===== src/rtl/stream_fifo.sv =====
// Synchronous valid/ready FIFO with occupancy level, almost-full/empty
// flags, flush and sticky overflow/underflow error flags.
module stream_fifo #(
  parameter int WIDTH = 8,
  parameter int DEPTH = 16,
  parameter int AF_LEVEL = 12,
  parameter int AE_LEVEL = 2,
  parameter bit ERR_ON_FULL = 1'b1,
  localparam int LVL_W = $clog2(DEPTH + 1)
) (
  input  logic             clk,
  input  logic             rst,
  input  logic             flush,
  input  logic             in_valid,
  output logic             in_ready,
  input  logic [WIDTH-1:0] in_data,
  output logic             out_valid,
  input  logic             out_ready,
  output logic [WIDTH-1:0] out_data,
  output logic [LVL_W-1:0] level,
  output logic             almost_full,
  output logic             almost_empty,
  output logic             ovf_err,
  output logic             udf_err,
  input  logic             err_clr
);

  localparam int PTR_W = $clog2(DEPTH);
  localparam logic [LVL_W-1:0] L_FULL = LVL_W'(DEPTH);
  localparam logic [LVL_W-1:0] L_AF = LVL_W'(AF_LEVEL);
  localparam logic [LVL_W-1:0] L_AE = LVL_W'(AE_LEVEL);
  localparam logic [LVL_W-1:0] L_ONE = LVL_W'(1);
  localparam logic [LVL_W-1:0] L_ZERO = '0;
  localparam logic [PTR_W-1:0] P_LAST = PTR_W'(DEPTH - 1);

  logic [WIDTH-1:0] r_mem [DEPTH];
  logic [PTR_W-1:0] r_wptr;
  logic [PTR_W-1:0] r_rptr;
  logic [LVL_W-1:0] r_level;
  logic [WIDTH-1:0] r_out_data;
  logic             r_in_ready;
  logic             r_out_valid;
  logic             r_af;
  logic             r_ae;
  logic             r_ovf;
  logic             r_udf;

  logic             w_push;
  logic             w_pop;
  logic             w_wr;
  logic             w_ovf_set;
  logic             w_udf_set;
  logic [PTR_W-1:0] w_wptr_inc;
  logic [PTR_W-1:0] w_rptr_inc;
  logic [LVL_W-1:0] w_level_nxt;
  logic [WIDTH-1:0] w_head_nxt;

  assign w_push = in_valid & r_in_ready;
  assign w_pop  = out_ready & r_out_valid;
  assign w_wr   = w_push & ~rst & ~flush;

  assign w_ovf_set = ERR_ON_FULL & in_valid & ~r_in_ready;
  assign w_udf_set = out_ready & ~r_out_valid;

  assign w_wptr_inc = (r_wptr == P_LAST) ? '0 : r_wptr + 1'b1;
  assign w_rptr_inc = (r_rptr == P_LAST) ? '0 : r_rptr + 1'b1;

  always_comb begin
    w_level_nxt = r_level;
    case ({w_push, w_pop})
      2'b10:   w_level_nxt = r_level + 1'b1;
      2'b01:   w_level_nxt = r_level - 1'b1;
      default: w_level_nxt = r_level;
    endcase
  end

  // out_data is a head register: at level 1 the slot after the head is
  // being written this cycle, so the new head comes straight from in_data.
  always_comb begin
    w_head_nxt = r_out_data;
    if (w_pop) begin
      if (r_level == L_ONE) begin
        if (w_push) begin
          w_head_nxt = in_data;
        end
      end else begin
        w_head_nxt = r_mem[w_rptr_inc];
      end
    end else if (w_push && (r_level == L_ZERO)) begin
      w_head_nxt = in_data;
    end
  end

  always_ff @(posedge clk) begin
    if (w_wr) begin
      r_mem[r_wptr] <= in_data;
    end
  end

  always_ff @(posedge clk) begin
    if (rst) begin
      r_wptr      <= '0;
      r_rptr      <= '0;
      r_level     <= '0;
      r_out_data  <= '0;
      r_in_ready  <= 1'b1;
      r_out_valid <= 1'b0;
      r_af        <= 1'b0;
      r_ae        <= 1'b1;
      r_ovf       <= 1'b0;
      r_udf       <= 1'b0;
    end else begin
      if (flush) begin
        r_wptr      <= '0;
        r_rptr      <= '0;
        r_level     <= '0;
        r_out_data  <= '0;
        r_in_ready  <= 1'b1;
        r_out_valid <= 1'b0;
        r_af        <= 1'b0;
        r_ae        <= 1'b1;
      end else begin
        if (w_push) begin
          r_wptr <= w_wptr_inc;
        end
        if (w_pop) begin
          r_rptr <= w_rptr_inc;
        end
        r_level     <= w_level_nxt;
        r_out_data  <= w_head_nxt;
        r_in_ready  <= (w_level_nxt < L_FULL);
        r_out_valid <= (w_level_nxt != L_ZERO);
        r_af        <= (w_level_nxt >= L_AF);
        r_ae        <= (w_level_nxt <= L_AE);
      end
      r_ovf <= w_ovf_set | (r_ovf & ~err_clr);
      r_udf <= w_udf_set | (r_udf & ~err_clr);
    end
  end

  assign in_ready     = r_in_ready;
  assign out_valid    = r_out_valid;
  assign out_data     = r_out_data;
  assign level        = r_level;
  assign almost_full  = r_af;
  assign almost_empty = r_ae;
  assign ovf_err      = r_ovf;
  assign udf_err      = r_udf;

endmodule


===== config.mk =====
export PLATFORM = sky130hd
export DESIGN_NAME = stream_fifo
export DESIGN_NICKNAME = d
export VERILOG_FILES = /design/src/rtl/stream_fifo.sv
export SDC_FILE = /design/constraint.sdc
export NUM_CORES = 1
export LEC_CHECK = 0
export ABC_CLOCK_PERIOD_IN_PS = 2700
export BUFFER_PORTS_ARGS = -buffer_cell sky130_fd_sc_hd__buf_4
export CAP_MARGIN = 15
export CORE_UTILIZATION = 60
export CTS_BUF_LIST = sky130_fd_sc_hd__clkbuf_8
export DETAILED_ROUTE_END_ITERATION = 8
export PLACE_DENSITY = 0.77
export SYNTH_ARGS = -nofsm -noshare
export SYNTH_HDL_FRONTEND = slang
export SYNTH_SLANG_ARGS = --single-unit

===== constraint.sdc =====
create_clock -name clk -period 2.7 [get_ports clk]
set_clock_uncertainty 0.1 [all_clocks]
set_input_delay 0.54 -clock clk [delete_from_list [all_inputs] [get_ports clk]]
set_output_delay 0.54 -clock clk [all_outputs]
set_load 0.03 [all_outputs]

==> key figures <==
Status
  • Status: finished, final reports clean

Worst hold path
  • Hold path depth: 2
  • Hold path start: rst
  • Worst min-delay path category: input pin to register

Power
  • Power Density: 609 mW/mm^2
  • VDD IR-drop max: 0.719 mV
  • Static Leak: 0.00262 uW

Placed design
  • Hpwl dp: 9.61 mm
  • # port buffers: 32
  • Place WS: 0.00236 ns
  • Gp weighted congestion: 0.929
  • Placed Instances: 647

Cells and area
  • Area growth syn-to-layout: 14.5%
  • Nets: 550
  • Layout Cells excl Fill: 679
  • Register area: 0.00438 mm^2
  • ANT cells: 0
  • Number of fill cells in the layout: 711
  • Share of cells above drive strength 1: 0.239
  • Area of the multi-input gates: 0.00205 mm^2

Logic synthesis
  • Sequential element share of the synthesized area: 0.661
  • Synth Area per Inst: 14.3 um^2
  • Yosys cell types: 57
  • Multiplexer area fraction after synthesis: 0.105
  • Synthesis-stage register bit count: 155
  • Top_reg_cell synth: edfxtp_1
  • Syn Inst Count: 463
  • XOR/XNOR share of the synthesized area: 0.00641
  • EDFF count, synth: 128
  • Largest family of logic cells by synthesized area: multiplexers
  • Post-synthesis simple-gate area fraction: 0.0954
  • Syn Std Cell Area: 0.00663 mm^2
  • Adder-Cell Fraction of Synth Area: 0.0189
  • Yosys warns: 0
  • Compound-Gate Fraction of Synth Area: 0.0836
  • Total nets after synthesis: 487
  • Asr flop ratio synth: 0

Flow run
  • Max-cap viol count: 0

Drt
  • Drt pass-1 iters: 5
  • Via count: 4172
  • Met2 WL post-DR: 7.11 mm
  • Max Used Layer: met4
  • Post-route ant nets: 0
  • Vias per cell: 6.14
  • WL final: 14.5 mm
  • Metal-1 WL: 6.08 mm
  • Met3 wire length: 1.02 mm
  • Initial DRC Count: 432
  • Wire per inst: 21.4 um
  • DRC: 0

GRT
  • First-pass GRT wire length: 22.5 mm
  • Initial antenna violation count: 0
  • Largest net degree at the start of global routing: 30
  • Congestion Overflow GR: 0
  • Vias in the first global route: 4112
  • Tot GR Track Use: 0.274

Floorplan
  • Die width: 107 um
  • Die ar.: 0.0115 mm^2
  • Core area: 0.0108 mm^2
  • Die Span Y: 107 um
  • Top-Level Pins: 33
  • Starting Density: 0.615
  • Site Rows: 38

Worst setup path
  • WP data arrival: 2.80 ns
  • Critical path capture point type: register
  • Crit Path Class: register to register
  • CP Launch Type: register
  • Worst-case reg-to-reg path depth: 8
  • CP startpoint: r_rptr[0]
  • CP required: 2.93 ns
  • R2R Path Start: r_rptr[0]
  • Crit-path max FO: 9

STA
  • RSZ-0062 raised after global routing: no
  • Relative slew slack: 0.527
  • Final hold viol count: 0
  • Worst slew pin tran: 0.703 ns
  • Fin worst setup slack: 0.134 ns
  • Setup TNS Final: 0 ns
  • Final period util: 0.950
  • Tmin final: 2.57 ns
  • FMAX: 390 MHz
  • Setup Viol. Count Final: 0
  • Slew Viols, Final: 0

Clocking
  • Clock Sinks: 155
  • Clock latency on the worst-skew pair: 0.44 ns
  • CTS buffer count: 17
  • Htree depth: 4
  • Clock slew at reported path FFs: 0.08 ns
  • CTS root buf: clkbuf_8
  • Maximum root-to-sink buffer count: 2
  • TritonCTS clock tree: done
==> cell usage in the layout, fill, tap and decap left out, drive strengths merged, types with 2 or more instances in the layout <==
| cell type | count |
|---|---|
| edfxtp | 128 |
| buf | 68 |
| nand2 | 50 |
| nor2 | 36 |
| dfxtp | 27 |
| mux2i | 24 |
| mux4 | 19 |
| inv | 18 |
| a21oi | 17 |
| clkbuf | 17 |
| o21ai | 14 |
| nor3 | 11 |
| ha | 10 |
| a31oi | 8 |
| nand3 | 7 |
| nand2b | 6 |
| nor2b | 6 |
| a211oi | 6 |
| clkinv | 6 |
| o211ai | 4 |
| o221ai | 4 |
| nor3b | 4 |
| and3 | 3 |
| nand4 | 3 |
| nor4 | 3 |
| a32o | 3 |
| a311oi | 3 |
| bufinv | 3 |
| xor2 | 3 |
| a221oi | 3 |
| a31o | 3 |
| and2 | 2 |
| a311o | 2 |
| o22ai | 2 |
| a32oi | 2 |
| mux2 | 2 |
| o311ai | 2 |
==> final cells by class <==
class                      count  area share
multi-input combinational    271       0.270
timing repair buffer          68      0.0688
clock buffer                  17      0.0308
tap                          140      0.0231
inverter                      13     0.00642
clock inverter                15      0.0240
sequential                   155       0.577
==> flip-flops by register name, summed over array words and instances, names as in the netlist <==
signal / flops
r_mem: 128
almost_empty: 1
almost_full: 1
r_wptr: 4
out_valid: 1
udf_err: 1
ovf_err: 1
out_data: 8
in_ready: 1
level: 5
r_rptr: 4
==> worst max-delay path: stages, from the launching register on <==
cell and delay, ns:
dfxtp_1 0.32, ha_1 0.30, a21o_1 0.22, a31oi_2 0.51, buf_4 0.31, a311oi_1 0.08
a211oi_1 0.40, a31o_1 0.16, a21oi_1 0.06
==> kinds of logic after synthesis <==
group	count (synthesis)
buffers and inverters	37
AO/OA/AOI/OAI	78
XOR/XNOR	4
adder cells (fa/ha/maj)	10
multiplexers	45
flip-flops	155
AND/OR/NAND/NOR	134
==> power breakdown <==
group	switching [uW]	total, uW	internal, uW
Sequential	10.0	2610	2600
Combinational	127	197	69.9
Clock	891	1820	931
==> cell usage after synthesis, types with 5 or more instances <==
| cell | instances | area share |
|---|---|---|
| edfxtp_1 | 128 | 0.58 |
| nand2_1 | 50 | 0.028 |
| nor2_1 | 36 | 0.020 |
| dfxtp_1 | 27 | 0.081 |
| mux2i_1 | 24 | 0.036 |
| mux4_2 | 18 | 0.061 |
| a21oi_1 | 17 | 0.013 |
| inv_1 | 11 | 0.0062 |
| ha_1 | 10 | 0.019 |
| nor3_1 | 9 | 0.0068 |
| clkbuf_1 | 8 | 0.0045 |
| o21ai_0 | 8 | 0.0060 |
| a31oi_1 | 7 | 0.0066 |
| nand3_1 | 7 | 0.0053 |
| a211oi_1 | 6 | 0.0068 |
| buf_2 | 6 | 0.0045 |
| nand2b_1 | 6 | 0.0057 |
| nor2b_1 | 6 | 0.0057 |
| o21ai_1 | 6 | 0.0045 |
| buf_6 | 5 | 0.0085 |
==> through the flow <==
stage	hold WS, ns	total power (uW)	utilization	area, um^2
2_1_floorplan	0.381	2770	-	6630
3_3_place_gp	0.351	2850	0.665	7180
3_5_place_dp	0.350	2850	0.665	7180
4_1_cts	0.140	4640	0.704	7600
5_1_grt	0.152	4760	0.704	7600
6_report	0.173	4620	0.704	7600
==> final timing paths <==
check | endpoint | slack [ns]
worst min register to register | out_data[3] | 0.36
worst max register to register | out_data[2] | 0.13
worst min-delay path | udf_err | 0.17
worst max-delay path | out_data[2] | 0.13
==> timing repair <==
item                                    in CTS  in global routing
buffers inserted                             0                  0
endpoints found under the setup margin       0                  3
hold buffers                                 0                  0
gates resized for setup                      0                  1
==> per-layer routing <==
metal,vias up,global-route usage
met1,2062,0.362
met5,-,0
met4,0,0.104
li1,1901,-
met2,177,0.436
met3,32,0.0772
Note: power is estimated with default switching activity, not from simulation.
